### config.mk
export PLATFORM = sky130hd
export DESIGN_NAME = btn_debounce_core
export DESIGN_NICKNAME = d
export VERILOG_FILES = /design/src/rtl/btn_debounce_core.sv
export SDC_FILE = /design/constraint.sdc
export NUM_CORES = 1
export LEC_CHECK = 0
export ABC_AREA = 1
export CAP_MARGIN = 0
export CORE_MARGIN = 4
export CORE_UTILIZATION = 60
export DETAILED_ROUTE_END_ITERATION = 10
export GPL_ROUTABILITY_DRIVEN = 0
export PLACE_DENSITY_LB_ADDON = 0.05
export SYNTH_ARGS = -nofsm -noshare
export SYNTH_HDL_FRONTEND = slang
export SYNTH_SLANG_ARGS = --single-unit
### constraint.sdc
create_clock -name clk -period 12 [get_ports clk]
set_input_delay 2.4 -clock clk [delete_from_list [all_inputs] [get_ports clk]]
set_output_delay 2.4 -clock clk [all_outputs]
set_load 0.01 [all_outputs]
### src/rtl/btn_debounce_core.sv
`default_nettype none
// ============================================================================
//  Module      : btn_debounce_core
//  Description : FPro MMIO button slot. Synchronizes and debounces W button
//                inputs and exposes debounced level, synchronized level and
//                sticky write-1-to-clear rising/falling edge flags.
//  Revision    : 1.0  initial release
// ============================================================================
module btn_debounce_core #(
   parameter int W = 5,
   parameter int N = 20
) (
   input  logic         clk,
   input  logic         reset,
   input  logic         cs,
   input  logic         read,
   input  logic         write,
   input  logic [4:0]   addr,
   output logic [31:0]  rd_data,
   input  logic [31:0]  wr_data,
   input  logic [W-1:0] din
);

   localparam logic [N-1:0] CNT_MAX = '1;

   logic [W-1:0] sync_meta;
   logic [W-1:0] sync;
   logic [N-1:0] cnt [W];
   logic [W-1:0] db;
   logic [W-1:0] rise;
   logic [W-1:0] fall;
   logic [W-1:0] db_set;
   logic [W-1:0] db_clr;
   logic [W-1:0] rise_clr;
   logic [W-1:0] fall_clr;

   // Reads are decoded purely from addr, so the read strobe and the upper
   // write-data bits carry no information for this slot.
   logic unused_bits;
   assign unused_bits = ^{read, wr_data};

   // Two-flop synchronizer for the asynchronous button inputs.
   always_ff @(posedge clk or posedge reset) begin
      if (reset) begin
         sync_meta <= '0;
         sync      <= '0;
      end else begin
         sync_meta <= din;
         sync      <= sync_meta;
      end
   end

   // A bit flips only on the last clock of a full mismatch window.
   always_comb begin
      db_set = '0;
      db_clr = '0;
      for (int i = 0; i < W; i++) begin
         if (sync[i] != db[i] && cnt[i] == CNT_MAX) begin
            db_set[i] = sync[i];
            db_clr[i] = ~sync[i];
         end
      end
   end

   // Per-bit stability counters; any matching cycle restarts the window.
   always_ff @(posedge clk or posedge reset) begin
      if (reset) begin
         for (int i = 0; i < W; i++) begin
            cnt[i] <= '0;
         end
      end else begin
         for (int i = 0; i < W; i++) begin
            if (sync[i] == db[i] || cnt[i] == CNT_MAX) begin
               cnt[i] <= '0;
            end else begin
               cnt[i] <= cnt[i] + 1'b1;
            end
         end
      end
   end

   // Software clear masks for the edge flags (write-1-to-clear).
   always_comb begin
      rise_clr = '0;
      fall_clr = '0;
      if (cs && write && addr == 5'd2) begin
         rise_clr = wr_data[W-1:0];
      end
      if (cs && write && addr == 5'd3) begin
         fall_clr = wr_data[W-1:0];
      end
   end

   // Debounced level and sticky edge flags; a new edge beats a same-cycle clear.
   always_ff @(posedge clk or posedge reset) begin
      if (reset) begin
         db   <= '0;
         rise <= '0;
         fall <= '0;
      end else begin
         db   <= (db | db_set) & ~db_clr;
         rise <= (rise & ~rise_clr) | db_set;
         fall <= (fall & ~fall_clr) | db_clr;
      end
   end

   // Combinational read mux; only word addresses 0..3 are populated.
   always_comb begin
      rd_data = '0;
      if (addr[4:2] == 3'b000) begin
         case (addr[1:0])
            2'd0:    rd_data[W-1:0] = db;
            2'd1:    rd_data[W-1:0] = sync;
            2'd2:    rd_data[W-1:0] = rise;
            default: rd_data[W-1:0] = fall;
         endcase
      end
   end

endmodule
`default_nettype wire
==> results.py <==
metrics = {
    "setup_path": {
        "timing.critical_path.required_ps": 9600,
        "setup.worst_path.end_class": "output port",
        "worstSetupStartpointType": "input pin",
        "critical_setup_path_class": "input pin to output port",
        "worst-endpoint-arrival_ps": 4160,
        "path_max_fanout": 5,
    },
    "finish": {
        "final_cell_mix": "sky130_fd_sc_hd__nand2_1, sky130_fd_sc_hd__nor2_1, sky130_fd_sc_hd__dfrtp_1",
        "area_delta_synth_final_pct": 12.1,
        "fraction_of_layout_cells_with_a_size_suffix_above_1_pct": 7.27,
        "finalNonFillerCells": 1075,
        "insertedDiodeCount": 0,
        "nets": 976,
        "fillCellCount": 886,
        "postLayoutCellArea_um2": 7650,
        "mostFrequentLayoutCell": "sky130_fd_sc_hd__nand2_1",
        "post-route-util_pct": 69.6,
    },
    "drt": {
        "dr_total_vias": 5408,
        "top_layer_used": "met4",
        "drt_drc_violations_left": 0,
        "routedLengthMet1_mm": 5.91,
        "totalWireLength_mm": 13.0,
        "first_iter_violations": 392,
        "dr_wl_met2_mm": 6.29,
        "vias_per_cell": 5.03,
        "routed-wl-met3_um": 589,
        "wire_per_inst_um": 12.1,
        "antenna_violation_net_count_after_detailed_routing": 0,
        "dr_pass1_iterations": 4,
    },
    "power_and_ir_drop": {
        "total_power_mw": 1.00,
        "total_leakage_power_nw": 3.42,
        "power.ir.vdd_worst_mv": 0.124,
        "p_per_area_nw_per_um2": 131,
    },
    "timing": {
        "report.final.hold_viol_count": 0,
        "final.period_utilization_pct": 54.6,
        "max-slew-margin-rel_pct": 29.9,
        "drv_slew": 0,
        "tightestPinTransition_ps": 1050,
        "max_freq_mhz": 153,
        "timing.clock.skew_ps": 4.65,
        "worst_hold_slack_ps": 348,
        "setup_viol": 0,
        "finalSetupTns_ps": 0,
        "finalWorstSetupSlack_ps": 5440,
        "rsz_0062_raised_after_global_routing": "false",
        "period_minus_slack_ps": 6560,
    },
    "synthesis": {
        "syn_area_um2": 6820,
        "number_of_instances_in_the_synthesized_netlist": 887,
        "ys_types": 28,
        "cell_types_occupying_the_most_area_after_synthesis": "sky130_fd_sc_hd__dfrtp_1, sky130_fd_sc_hd__nand2_1, sky130_fd_sc_hd__nor2_1",
        "yosysWarnings": 0,
        "synthDominantCellAreaShare_pct": 45.8,
        "syn_avg_cell_area_um2": 7.69,
        "cell_type_with_the_highest_aggregate_area_in_the_netlist": "sky130_fd_sc_hd__dfrtp_1",
        "synth-seq-cells": 125,
        "ys_seq_area_share_pct": 45.8,
    },
    "placed_design": {
        "post-place-cells": 1045,
        "detailed_place_hpwl_mm": 9.19,
        "portBuffers": 23,
        "pre_cts_ws_ps": 5460,
        "postPlaceCellArea_um2": 7060,
    },
    "grt": {
        "antenna_violations_before_repair": 0,
        "via_count_of_the_first_global_routing_pass": 5385,
        "grt_resource_usage_total_pct": 22.3,
        "grt.overflow.total": 0,
        "grt_start_max_net_pins": 87,
        "grt_first_pass_wirelength_mm": 23.6,
    },
    "status": {
        "run_status": "completed",
    },
    "clock_network": {
        "cts_resized": 0,
        "cts_tree": "built",
        "htreeDepth": 4,
        "numClockSinks": 125,
        "clock_insertion_delay_worst_skew_ps": 410,
        "ctsLongestPathBuffers": 2,
        "clk_transition_reported_paths_ps": 50,
        "numCtsBuffers": 17,
        "ctsHoldBuffers": 0,
        "post_cts_setup_buffer_count": 0,
        "ctsRootBufferMaster": "sky130_fd_sc_hd__clkbuf_16",
    },
    "die": {
        "die_area_um2": 13100,
        "chipHeight_um": 115,
        "io_pins": 79,
        "design.core.area_um2": 11000,
        "initial_utilization_pct": 62.1,
        "die-width_um": 115,
        "num_rows": 38,
    },
    "hold_path": {
        "worstHoldPathType": "flip-flop to flip-flop",
    },
    "flow_run": {
        "drv.max_cap_violation_count": 0,
    },
}
[cell usage after synthesis, drive strengths merged]
master	count
conb	1
nand4	9
buf	32
inv	89
xor2	36
dfrtp	125
nor2	220
o21bai	4
or2	1
and2	2
o21ai	22
a21oi	4
ha	5
xnor2	24
nand3	57
nand2	250
nor3	6
[layout make-up]
class	instances	area, µm²	share of cell area (%)
clock inverter	9	145	1.90
clock buffer	21	440	5.76
tap	140	175	2.29
multi-input combinational	667	3180	41.6
timing repair buffer	24	238	3.11
sequential	125	3130	40.9
inverter	89	337	4.40
[sequential cells by signal, indices dropped and copies added, names as in the netlist, named ones only]
register and flops:
cnt 100, fall 5, rise 5, sync 5
sync_meta 5
[cells by family (layout without fill, tap and decap cells)]
family	after synthesis	after routing	synth area share (%)
buf+inv	121	143	8.93
simple gates	545	545	34.2
compound gates	30	30	2.35
other cells	1	27	0.0550
flops	125	125	45.8
fa+ha+maj	5	5	0.917
xor+xnor	60	60	7.70
[path summary, 6_finish.rpt]
| path | from | to | slack (ps) | cells past startpoint |
|---|---|---|---|---|
| setup / recovery | addr[0] | rd_data[0] | 5440 | 8 |
| hold / removal | sync_meta[2] | sync[2] | 350 | 0 |
| setup reg to reg | cnt[20] | cnt[36] | 10300 | 8 |
| hold reg to reg | sync_meta[2] | sync[2] | 350 | 0 |
| max in group asynchronous | reset | cnt[53] | 8220 | 3 |
| min in group asynchronous | reset | cnt[3] | 2370 | 2 |
[per-layer routing]
metal | GRT usage, % | vias to the layer above
li1 | - | 2741
met1 | 27.7 | 2513
met2 | 37.6 | 130
met3 | 5.97 | 24
met4 | 7.44 | 0
met5 | 0 | -
[critical path, stage by stage]
cell and delay [ps]:
sky130_fd_sc_hd__clkdlybuf4s50_1 520, sky130_fd_sc_hd__inv_1 50, sky130_fd_sc_hd__nor2_1 290, sky130_fd_sc_hd__nand2_1 110, sky130_fd_sc_hd__nand4_1 90, sky130_fd_sc_hd__nand2_1 70
sky130_fd_sc_hd__inv_1 90, sky130_fd_sc_hd__clkdlybuf4s50_1 540
[power by group]
group          internal [mW]  switching [mW]  leakage, nW  total [mW]
Sequential             0.432         0.00798         1.67       0.440
Combinational         0.0154          0.0303         1.46      0.0456
Clock                  0.343           0.173        0.290       0.516
Note: power is estimated with default switching activity, not from simulation.
